--- src/rtl/hazard_unit.sv ---
// -----------------------------------------------------------------------------
// hazard_unit
// Central stall/flush controller for a 5-stage RISC-V pipeline.
// Detects load-use hazards and taken-branch redirects, and freezes the whole
// pipeline for MEM_WAIT cycles on each data-memory access.
//
// Parameters:
//   MEM_WAIT        data-memory wait states per load/store (0..15), 0 = none
// Ports:
//   clk             pipeline clock, rising edge
//   rst             asynchronous, active-low reset
//   id_rs1/id_rs2   ID-stage source registers; id_uses_rs1/2 qualify them
//   ex_valid        EX holds a valid instruction
//   ex_mem_read     EX instruction is a load; ex_rd is its destination
//   ex_branch_taken EX resolved a taken branch/jump
//   mem_access      MEM holds a valid load/store
//   pc_en, ifid_en, idex_en, exmem_en   per-stage load enables
//   ifid_flush, idex_flush, memwb_bubble valid-clear strobes
//   mem_busy        memory-stall FSM is not in RUN
//   stall_cycles    count of cycles with pc_en low (saturating)
// Configuration:
//   HAZARD_PERF_CNT_EN  when defined, builds the stall_cycles counter;
//                       otherwise stall_cycles is tied to zero.
// -----------------------------------------------------------------------------
module hazard_unit #(
  parameter int unsigned MEM_WAIT = 2
) (
  input  logic        clk,
  input  logic        rst,
  input  logic [4:0]  id_rs1,
  input  logic [4:0]  id_rs2,
  input  logic        id_uses_rs1,
  input  logic        id_uses_rs2,
  input  logic        ex_valid,
  input  logic        ex_mem_read,
  input  logic [4:0]  ex_rd,
  input  logic        ex_branch_taken,
  input  logic        mem_access,
  output logic        pc_en,
  output logic        ifid_en,
  output logic        ifid_flush,
  output logic        idex_en,
  output logic        idex_flush,
  output logic        exmem_en,
  output logic        memwb_bubble,
  output logic        mem_busy,
  output logic [31:0] stall_cycles
);

  typedef enum logic [1:0] {
    ST_RUN,
    ST_WAIT,
    ST_GRANT
  } state_e;

  localparam bit         MEM_STALL_EN = (MEM_WAIT != 0);
  // WAIT spans MEM_WAIT-1 cycles; the RUN cycle that sees mem_access is the first.
  localparam logic [3:0] WAIT_LOAD    = (MEM_WAIT >= 2) ? 4'(MEM_WAIT - 2) : 4'd0;

  state_e     state_q, state_d;
  logic [3:0] cnt_q, cnt_d;
  logic       mem_stall;
  logic       load_use;

  // NOTE: state flops use non-blocking assignments so every flop samples the
  // pre-edge value of every other; blocking here would create order-dependent races.
  always_ff @(posedge clk or negedge rst) begin
    if (!rst) begin
      state_q <= ST_RUN;
      cnt_q   <= 4'd0;
    end else begin
      state_q <= state_d;
      cnt_q   <= cnt_d;
    end
  end

  // NOTE: every signal driven here gets a default first, so no path can leave
  // it unassigned and infer a latch.
  always_comb begin
    state_d = state_q;
    cnt_d   = cnt_q;
    unique case (state_q)
      ST_RUN: begin
        if (mem_access && MEM_STALL_EN) begin
          if (MEM_WAIT == 1) begin
            state_d = ST_GRANT;
          end else begin
            state_d = ST_WAIT;
            cnt_d   = WAIT_LOAD;
          end
        end
      end
      ST_WAIT: begin
        if (cnt_q == 4'd0) state_d = ST_GRANT;
        else               cnt_d   = cnt_q - 4'd1;
      end
      ST_GRANT: begin
        // mem_access still reflects the instruction just granted; ignore it.
        state_d = ST_RUN;
      end
      default: begin
        state_d = ST_RUN;
        cnt_d   = 4'd0;
      end
    endcase
  end

  assign mem_stall = ((state_q == ST_RUN) && mem_access && MEM_STALL_EN) ||
                     (state_q == ST_WAIT);
  assign mem_busy  = (state_q != ST_RUN);

  // x0 is hard-wired zero, so a load targeting it can never feed a consumer.
  assign load_use = ex_valid && ex_mem_read && (ex_rd != 5'd0) &&
                    ((id_uses_rs1 && (id_rs1 == ex_rd)) ||
                     (id_uses_rs2 && (id_rs2 == ex_rd)));

  always_comb begin
    pc_en        = 1'b1;
    ifid_en      = 1'b1;
    idex_en      = 1'b1;
    exmem_en     = 1'b1;
    ifid_flush   = 1'b0;
    idex_flush   = 1'b0;
    memwb_bubble = 1'b0;
    if (mem_stall) begin
      // Freeze everything; a held branch is acted on once the stall ends.
      pc_en        = 1'b0;
      ifid_en      = 1'b0;
      idex_en      = 1'b0;
      exmem_en     = 1'b0;
      memwb_bubble = 1'b1;
    end else if (ex_branch_taken) begin
      ifid_flush = 1'b1;
      idex_flush = 1'b1;
    end else if (load_use) begin
      // Hold IF and ID, push a bubble into EX while the load advances.
      pc_en      = 1'b0;
      ifid_en    = 1'b0;
      idex_flush = 1'b1;
    end
  end

`ifdef HAZARD_PERF_CNT_EN
  logic [31:0] stall_cnt_q, stall_cnt_d;

  always_comb begin
    stall_cnt_d = stall_cnt_q;
    if (!pc_en && (stall_cnt_q != 32'hFFFF_FFFF)) stall_cnt_d = stall_cnt_q + 32'd1;
  end

  always_ff @(posedge clk or negedge rst) begin
    if (!rst) stall_cnt_q <= 32'd0;
    else      stall_cnt_q <= stall_cnt_d;
  end

  assign stall_cycles = stall_cnt_q;
`else
  assign stall_cycles = 32'd0;
`endif

endmodule

--- config.mk ---
export PLATFORM = sky130hd
export DESIGN_NAME = hazard_unit
export DESIGN_NICKNAME = d
export VERILOG_FILES = /design/src/rtl/hazard_unit.sv
export SDC_FILE = /design/constraint.sdc
export NUM_CORES = 1
export LEC_CHECK = 0
export ABC_CLOCK_PERIOD_IN_PS = 2200
export CORE_MARGIN = 1.5
export CORE_UTILIZATION = 32
export CTS_CLUSTER_DIAMETER = 120
export CTS_CLUSTER_SIZE = 8
export DETAILED_ROUTE_END_ITERATION = 7
export PLACE_DENSITY = 0.85
export SYNTH_ARGS = -nofsm -noshare
export SYNTH_HDL_FRONTEND = slang
export SYNTH_SLANG_ARGS = --single-unit
--- constraint.sdc ---
create_clock -name clk -period 2.2 [get_ports clk]
set_input_delay 0.44 -clock clk [delete_from_list [all_inputs] [get_ports clk]]
set_output_delay 0.44 -clock clk [all_outputs]
set_load 0.01 [all_outputs]
# --- Word-level counts from Yosys, hierarchy flattened ---
# Cells that the tools add are included.
word_totals:
  register_bits: 6
  out_inout_bits: 40
  elab_cells: 41
op_classes:
  add_sub_neg: 1
  n_eq_ne: 7
  mux: 16
  bitwise: 1
  n_reduce_logical: 14
ops:
  columns: ["operator", "n"]
  rows:
  - ["case mux 4 bit (3 select lines)", 1]
  - ["equality test 5 bit", 2]
  - ["2-to-1 mux 1 bit", 10]
  - ["2-to-1 mux 4 bit", 2]
  - ["logical AND 1 bit", 6]
  - ["!= test 2 bit (second input constant)", 3]
  - ["nonzero test 5 bit", 1]
  - ["logical NOT 4 bit", 1]
  - ["2-to-1 mux 2 bit", 2]
  - ["case mux 2 bit (2 select lines)", 1]
  - ["subtractor 4 x 1 -> 4 bit (second input constant)", 1]
  - ["AND reduction 3 bit", 1]
  - ["equality test 2 x 1 -> 1 bit (second input constant)", 1]
  - ["equality test 2 bit (second input constant)", 1]
  - ["logical NOT 2 bit", 1]
  - ["logical OR 1 bit", 2]
  - ["AND reduction 2 bit", 1]
  - ["nonzero test 2 bit", 1]
  - ["inverter 1 bit", 1]

# --- Logic depth before layout (Yosys ltp) ---
# Gate-level depths: netlist of run 1.
logic_depth:
  depth_word: 7
  ltp_mapped: 6
  depth_no_buf: 6

# --- Worst setup path after synthesis of run 1 ---
# OpenSTA, ideal clock, no wires.
synth_timing:
  kind: "input to output"
  start: "input ex_rd[1]"
  end: "output pc_en"
  arrival_time_ns: 1.474
  required_time_ns: 1.760
  path_slack_ns: 0.286
  stages: 4
  path_buffers: 1
  cell_sequence: "or4_1 -> o211ai_1 -> o31a_1 -> buf_4"
synth_between:
  elab_chain_len: 7
  word_cells_on_any_way: 11
  cone_classes: "eq/ne (2); mux (3); reduce/logical (6)"
synth_rtl:
  columns: ["element", "line_no", "text"]
  rows:
  - ["start, declared", "36", "input logic [4:0] ex_rd,"]
  - ["equality test 5 bit (on tied branches)", "114, 115", null]
  - ["logical AND 1 bit (on tied branches)", "114, 115", null]
  - ["logical OR 1 bit", "114", "((id_uses_rs1 && (id_rs1 == ex_rd)) ||"]
  - ["logical AND 1 bit (*)", "113", "assign load_use = ex_valid && ex_mem_read && (ex_rd != 5'd0) &&"]
  - ["2-to-1 mux 1 bit (*) (3 in a row)", null, null]
  - ["end, declared", "39", "output logic pc_en,"]
# Every way passes the cells marked *; elsewhere a longest branch is shown, timed or not.

# --- Worst setup path after layout of run 1 ---
layout_timing:
  start: "input id_rs1[1]"
  end: "output ifid_en"
layout_between:
  elab_chain_len: 7
layout_rtl:
  columns: ["element", "line_no", "text"]
  rows:
  - ["start, declared", "30", "input logic [4:0] id_rs1,"]
  - ["equality test 5 bit", "114", null]
  - ["logical AND 1 bit", "114", null]
  - ["logical OR 1 bit", "114", null]
  - ["logical AND 1 bit", "113", null]
  - ["2-to-1 mux 1 bit", "135", "end else if (load_use) begin"]
  - ["2-to-1 mux 1 bit", "132", "end else if (ex_branch_taken) begin"]
  - ["2-to-1 mux 1 bit", "125", "if (mem_stall) begin"]
  - ["end, declared", "40", "output logic ifid_en,"]
# Every way passes these cells.

==> flow_metrics.py, run 1 <==
metrics = {
    "place": {
        "port_buffers": 30,
        "gp_congestion": 0.757,
        "dpl-instance-area_um2": 981,
        "dpl_worst_slack_ps": -601,
        "post-dp-hpwl_um": 1260,
    },
    "global_route": {
        "grt_pass1_vias": 566,
        "antenna_found_initial": 0,
        "grt_overflow_total": 0,
        "grt_usage_pct": 11.4,
        "grt_max_degree": 8,
        "grt_pass1_wl_um": 2230,
    },
    "clock_tree": {
        "clock_latency_ps": 250,
        "cts_htree_levels": 1,
        "cts_tree": "built",
        "clock-sinks": 6,
        "clk_pin_slew_ps": 40,
        "hold_buffers": 0,
        "ctsRootBufferMaster": "clkbuf_4",
        "cts_made_buffers": 3,
        "cts_buffer_depth": 2,
    },
    "setup_path": {
        "arrival_ps": 1690,
        "startpoint_type": "input pin",
        "cp-end-kind": "output pin",
        "r2r-start": "cnt_q[0]$_DFFE_PN0P_",
        "crit_fanout": 2,
        "crit-reg2reg-capture": "cnt_q[1]$_DFFE_PN0P_",
        "reg2reg_slack_ps": 620,
        "critPathKind": "input pin to output pin",
        "reg2regPathDepth": 5,
        "cp_data_required_time_ps": 1760,
    },
    "detailed_routing": {
        "wl_um": 1500,
        "drt_iter0_drc": 7,
        "dr.pass1.iters": 4,
        "via_count": 656,
        "drc": 0,
        "viasPerCell": 4.23,
        "wire_per_inst_um": 9.69,
        "ant_nets": 0,
    },
    "cells_and_area": {
        "area_delta_synth_final_pct": 34.5,
        "utilization_pct": 45.4,
        "diodes": 0,
        "fin_area_um2": 1000,
        "drive_above_1_share_pct": 17.3,
        "fin_nets": 154,
    },
    "sta": {
        "fin_ws_ps": 67.0,
        "clock.fmax_ghz": 0.469,
        "rsz0062_at_grt": "no",
        "hold_ws_ps": 438,
        "finalCritPeriodShare_pct": 97.0,
        "setup_viol": 0,
        "maxSlewViolCount": 0,
        "worst_clock_skew_ps": 0.667,
        "fin_crit_ps": 2130,
        "finalHoldViolations": 0,
    },
    "synthesis": {
        "synthXorXnorAreaFrac_pct": 12.9,
        "synthAdderAreaFrac_pct": 3.35,
        "yosys.area.top_type": "buf_4",
        "netlist.area_leader.share_pct": 34.2,
        "synth-edff-count": 0,
        "synthCells": 90,
        "yosys_warnings": 0,
        "ys_types": 30,
        "synthMuxAreaShare_pct": 1.34,
        "netlist_area_um2": 747,
        "synth_area_leaders": "buf_4 34%, dfrtp_1 20%, xor2_1 9.4%, xnor2_1 3.5%, ha_1 3.4%",
        "async_flop_share_pct": 100,
        "synth.yosys.seq_area_share_pct": 20.1,
        "ys.flop_type": "dfrtp_1",
        "synth-seq-cells": 6,
        "synth-simple-area-share_pct": 14.1,
        "synth_top_family_by_area": "buffers and inverters",
        "avgSynthCellArea_um2": 8.30,
        "synth_compound_area_share_pct": 11.6,
    },
    "pwr": {
        "ir_worst_vdd_mv": 0.756,
        "pwr_density_cell_nw_per_um2": 906,
        "leakagePower_nw": 0.509,
    },
    "die": {
        "rows": 17,
        "io-pin-count": 63,
        "core_um2": 2210,
        "dieArea_um2": 2630,
        "die_w_um": 51.3,
        "die_h_um": 51.3,
        "start_util_pct": 33.8,
    },
    "min_path": {
        "min_path_type": "input pin to async pin",
    },
    "job": {
        "drv_cap": 0,
    },
    "run_status": {
        "run_status": "finished clean",
    },
}
## flip-flops by register name, indices dropped and copies added (netlist names)
signal	count
cnt_q	4
state_q	2
## metrics by stage
step	instances	total power, mW	setup TNS [ps]
3_5_place_dp	150	0.854	-1910
5_1_grt	155	0.994	0
2_1_floorplan	121	0.619	0
4_1_cts	154	0.904	0
3_3_place_gp	150	0.829	-1770
6_report	155	0.910	0
## layout by cell type (no fill, tap or decap), drive strengths merged, types with 2 or more instances in the layout
cell,count
a21oi,3
and2,2
buf,10
clkbuf,4
clkdlybuf4s15,4
clkdlybuf4s50,10
conb,32
dfrtp,6
dlygate4sd2,11
ha,2
inv,4
nand2,5
nor2,3
nor4,2
o21ai,4
xnor2,3
xor2,8
## layout make-up
| class | count | area [µm²] |
|---|---|---|
| Tap cell | 28 | 35.0 |
| Clock buffer | 3 | 22.5 |
| Fill cell | 229 | 1210 |
| Inverter | 4 | 15.0 |
| Multi-Input combinational cell | 77 | 454 |
| Timing Repair Buffer | 37 | 328 |
| Sequential cell | 6 | 150 |
## critical path: stages
cell and delay, ps:
clkdlybuf4s15_2 200, xor2_2 170, nor4_2 300, a32oi_1 170, o31a_1 270, buf_2 140
## kinds of logic (layout without fill, tap and decap cells)
kind of cell    count (synthesis)  in the layout
mux                             1              1
xor+xnor                       11             11
simple gates                   18             18
other cells                     1             32
compound gates                 13             13
fa+ha+maj                       2              2
flops                           6              6
buf+inv                        38             44
## power breakdown
part / total (mW) / switching [mW] / internal, mW
registers: 0.212 / 0.0512 / 0.161
clock network: 0.104 / 0.0418 / 0.0618
logic: 0.594 / 0.298 / 0.296
total: 0.910 / 0.391 / 0.519
## worst max-delay path by stage
stage,end,slack [ps],start
final,ifid_en,70,id_rs1[1]
after global routing,ifid_en,5,ex_rd[3]
after CTS,ifid_en,2,id_rs1[1]
after detailed placement,ifid_en,-600,ex_rd[3]
after global placement,ifid_en,-570,ex_rd[2]
after floorplan,pc_en,290,ex_rd[1]
## routing by layer
layer	routed length, µm	vias up	GRT usage (%)
met5	0	-	0
met4	28	0	3.95
met3	233	4	6.14
met2	752	56	21.2
met1	487	286	10.4
li1	-	310	-
## synth_stat cells (2+ instances only)
cell type and instances:
dfrtp_1 6, nand2_1 5, o21ai_1 3, nor2_1 3, ha_1 2, a21oi_1 3, inv_1 3, buf_4 34
xor2_1 8, xnor2_1 3
## what timing repair did
action,in CTS,in global routing
endpoints found under the setup margin,7,3
gates cloned,0,0
buffers inserted,1,1
resized for setup,37,3
pin swaps,6,5
Power figures use the tool's default switching activity.
==> run 2, diff against run 1 <==
--- a/config.mk
+++ b/config.mk
@@ -5,8 +5,8 @@
 export SDC_FILE = /design/constraint.sdc
 export NUM_CORES = 1
 export LEC_CHECK = 0
-export ABC_CLOCK_PERIOD_IN_PS = 2200
-export CORE_MARGIN = 1.5
+export ABC_CLOCK_PERIOD_IN_PS = 2060
+export CORE_MARGIN = 8
 export CORE_UTILIZATION = 32
 export CTS_CLUSTER_DIAMETER = 120
 export CTS_CLUSTER_SIZE = 8
==> constraint.sdc (replaced) <==
create_clock -name clk -period 2.06 [get_ports clk]
set_input_delay 0.412 -clock clk [delete_from_list [all_inputs] [get_ports clk]]
set_output_delay 0.412 -clock clk [all_outputs]
set_load 0.01 [all_outputs]
==> flow_metrics.py, run 2 (synthesis gave the netlist of run 1 again) <==
metrics = {
    "run_status": {
        "run_status": "finished clean",
    },
    "sta": {
        "maxSlewViolCount": 0,
        "rsz0062_at_grt": "yes",
        "finalHoldViolations": 0,
        "finalSetupTns_ps": 0,
        "worst_clock_skew_ps": 1.77,
        "setup_viol": 0,
        "clock.fmax_ghz": 0.487,
        "finalCritPeriodShare_pct": 99.7,
        "fin_crit_ps": 2050,
        "fin_ws_ps": 7.18,
    },
    "min_path": {
        "min_path_type": "input pin to async pin",
    },
    "die": {
        "rows": 17,
        "dieArea_um2": 4140,
        "io-pin-count": 63,
        "core_um2": 2210,
        "die_w_um": 64.3,
        "die_h_um": 64.3,
        "start_util_pct": 33.8,
    },
    "setup_path": {
        "r2r-start": "cnt_q[0]$_DFFE_PN0P_",
        "startpoint_type": "input pin",
        "reg2regPathDepth": 5,
        "reg2reg_slack_ps": 490,
        "max_stage_delay_ps": 300,
        "cp-end-kind": "output pin",
        "cp_data_required_time_ps": 1650,
        "crit-reg2reg-capture": "cnt_q[1]$_DFFE_PN0P_",
        "crit_fanout": 2,
        "cpMostUsedCell": "buf_6",
        "critPathKind": "input pin to output pin",
        "arrival_ps": 1640,
        "crit_slowest_cell": "nor4_2",
        "path_cells": "buf_6 > buf_6 > xor2_2 > nor4_2 > a32oi_2 > buf_4 > o21bai_1 > buf_2",
    },
    "detailed_routing": {
        "drc": 0,
        "drt_iter0_drc": 5,
        "wire_per_inst_um": 12.9,
        "ant_nets": 0,
        "wl_um": 2080,
        "via_count": 678,
        "dr.pass1.iters": 4,
        "viasPerCell": 4.21,
    },
    "clock_tree": {
        "cts_made_buffers": 3,
        "ctsRootBufferMaster": "clkbuf_4",
        "clock_latency_ps": 230,
        "clk_pin_slew_ps": 40,
        "cts_buffer_depth": 2,
        "hold_buffers": 0,
        "cts_htree_levels": 1,
        "clock-sinks": 6,
        "cts_tree": "built",
    },
    "global_route": {
        "grt_overflow_total": 0,
        "grt_pass1_wl_um": 3530,
        "grt_pass1_vias": 821,
        "grt_usage_pct": 10.4,
        "antenna_found_initial": 0,
        "grt_max_degree": 7,
    },
    "pwr": {
        "pwr_density_cell_nw_per_um2": 1030,
        "ir_worst_vdd_mv": 0.854,
        "leakagePower_nw": 0.547,
        "power.total_mw": 1.08,
    },
    "cells_and_area": {
        "layout_commonest_cell": "conb_1",
        "fin_nets": 160,
        "diodes": 0,
        "utilization_pct": 47.4,
        "top_regs": "cnt_q: 4 flops, state_q: 2 flops",
        "area_delta_synth_final_pct": 40.4,
        "drive_above_1_share_pct": 26.3,
        "fin_area_um2": 1050,
        "top_register": "cnt_q",
        "largest_reg_flops": 4,
        "mostFrequentLayoutCells": "32 x conb_1, 12 x buf_4, 8 x clkdlybuf4s50_1, 8 x dlygate4sd2_1, 7 x xor2_1",
    },
    "place": {
        "dpl-instance-area_um2": 996,
        "dpl_worst_slack_ps": -679,
        "post-dp-hpwl_um": 1890,
        "port_buffers": 30,
        "gp_congestion": 0.896,
    },
    "job": {
        "drv_cap": 0,
    },
}
run 2: cell count changes in the layout (fill, tap and decap cells not counted), moves of 2 or more:
cell,before,now
clkbuf_2,1,3
dlygate4sd2_1,11,8
buf_4,6,12
clkdlybuf4s50_1,10,8
clkdlybuf4s15_2,2,0
buf_2,3,6
run 2: worst max path at each step:
stage                         start          to  slack (ps)  cells past startpoint
after global placement     ex_rd[3]       pc_en        -660                      6
final                      ex_rd[1]  idex_flush           7                      8
after CTS                 id_rs2[1]  idex_flush           2                      7
after floorplan            ex_rd[1]       pc_en         200                      4
after global routing       ex_rd[1]  idex_flush         -80                      8
after detailed placement   ex_rd[2]     ifid_en        -680                      5
run 2: layer usage:
| layer | wire length (µm) | track usage (%) | vias up |
|---|---|---|---|
| met5 | 0 | 0 | - |
| met3 | 310 | 6.27 | 4 |
| li1 | - | - | 323 |
| met4 | 40 | 6.81 | 0 |
| met1 | 659 | 8.47 | 303 |
| met2 | 1070 | 18.3 | 48 |
run 2: layout make-up:
cell class | count | area, µm²
multi-input cells | 77 | 475
inverters | 4 | 15.0
clock buffers | 3 | 22.5
flip-flops and latches | 6 | 150
fillers | 229 | 1160
well taps | 28 | 35.0
repair buffers | 43 | 350
run 2: metrics by stage:
step | std cells | hold slack [ps]
after CTS | 161 | 419
final | 161 | 417
after floorplan | 121 | 116
after detailed placement | 152 | 530
after global placement | 152 | 496
after global routing | 161 | 435
run 2: where the power goes:
| group | internal, mW | total (mW) | switching [mW] | leakage (nW) |
|---|---|---|---|---|
| clock network | 0.0654 | 0.100 | 0.0347 | 0.0138 |
| logic | 0.401 | 0.768 | 0.367 | 0.456 |
| registers | 0.172 | 0.216 | 0.0440 | 0.0764 |
run 2: repair_timing:
action / 4_1_cts / 5_1_grt
setup buffers: 6 / 0
gates resized for setup: 47 / 13
cloned: 0 / 0
pin swaps: 8 / 6
setup endpoints to repair: 7 / 3
hold endpoints to repair: 0 / 0
run 2: worst max-delay path: cells and delay by family:
family | cells | cell delay [ps]
AOI/OAI and AO/OA | 2 | 280
and+or+nand+nor | 1 | 300
buffers and inverters | 4 | 510
xor gates and xnor gates | 1 | 140
==> run 3, diff against run 2 <==
--- a/config.mk
+++ b/config.mk
@@ -6,6 +6,7 @@
 export NUM_CORES = 1
 export LEC_CHECK = 0
 export ABC_CLOCK_PERIOD_IN_PS = 2060
+export CAP_MARGIN = 20
 export CORE_MARGIN = 8
 export CORE_UTILIZATION = 32
 export CTS_CLUSTER_DIAMETER = 120
==> results of run 3 <==
The final DEF is identical to that of run 2; final timing and power are the same.
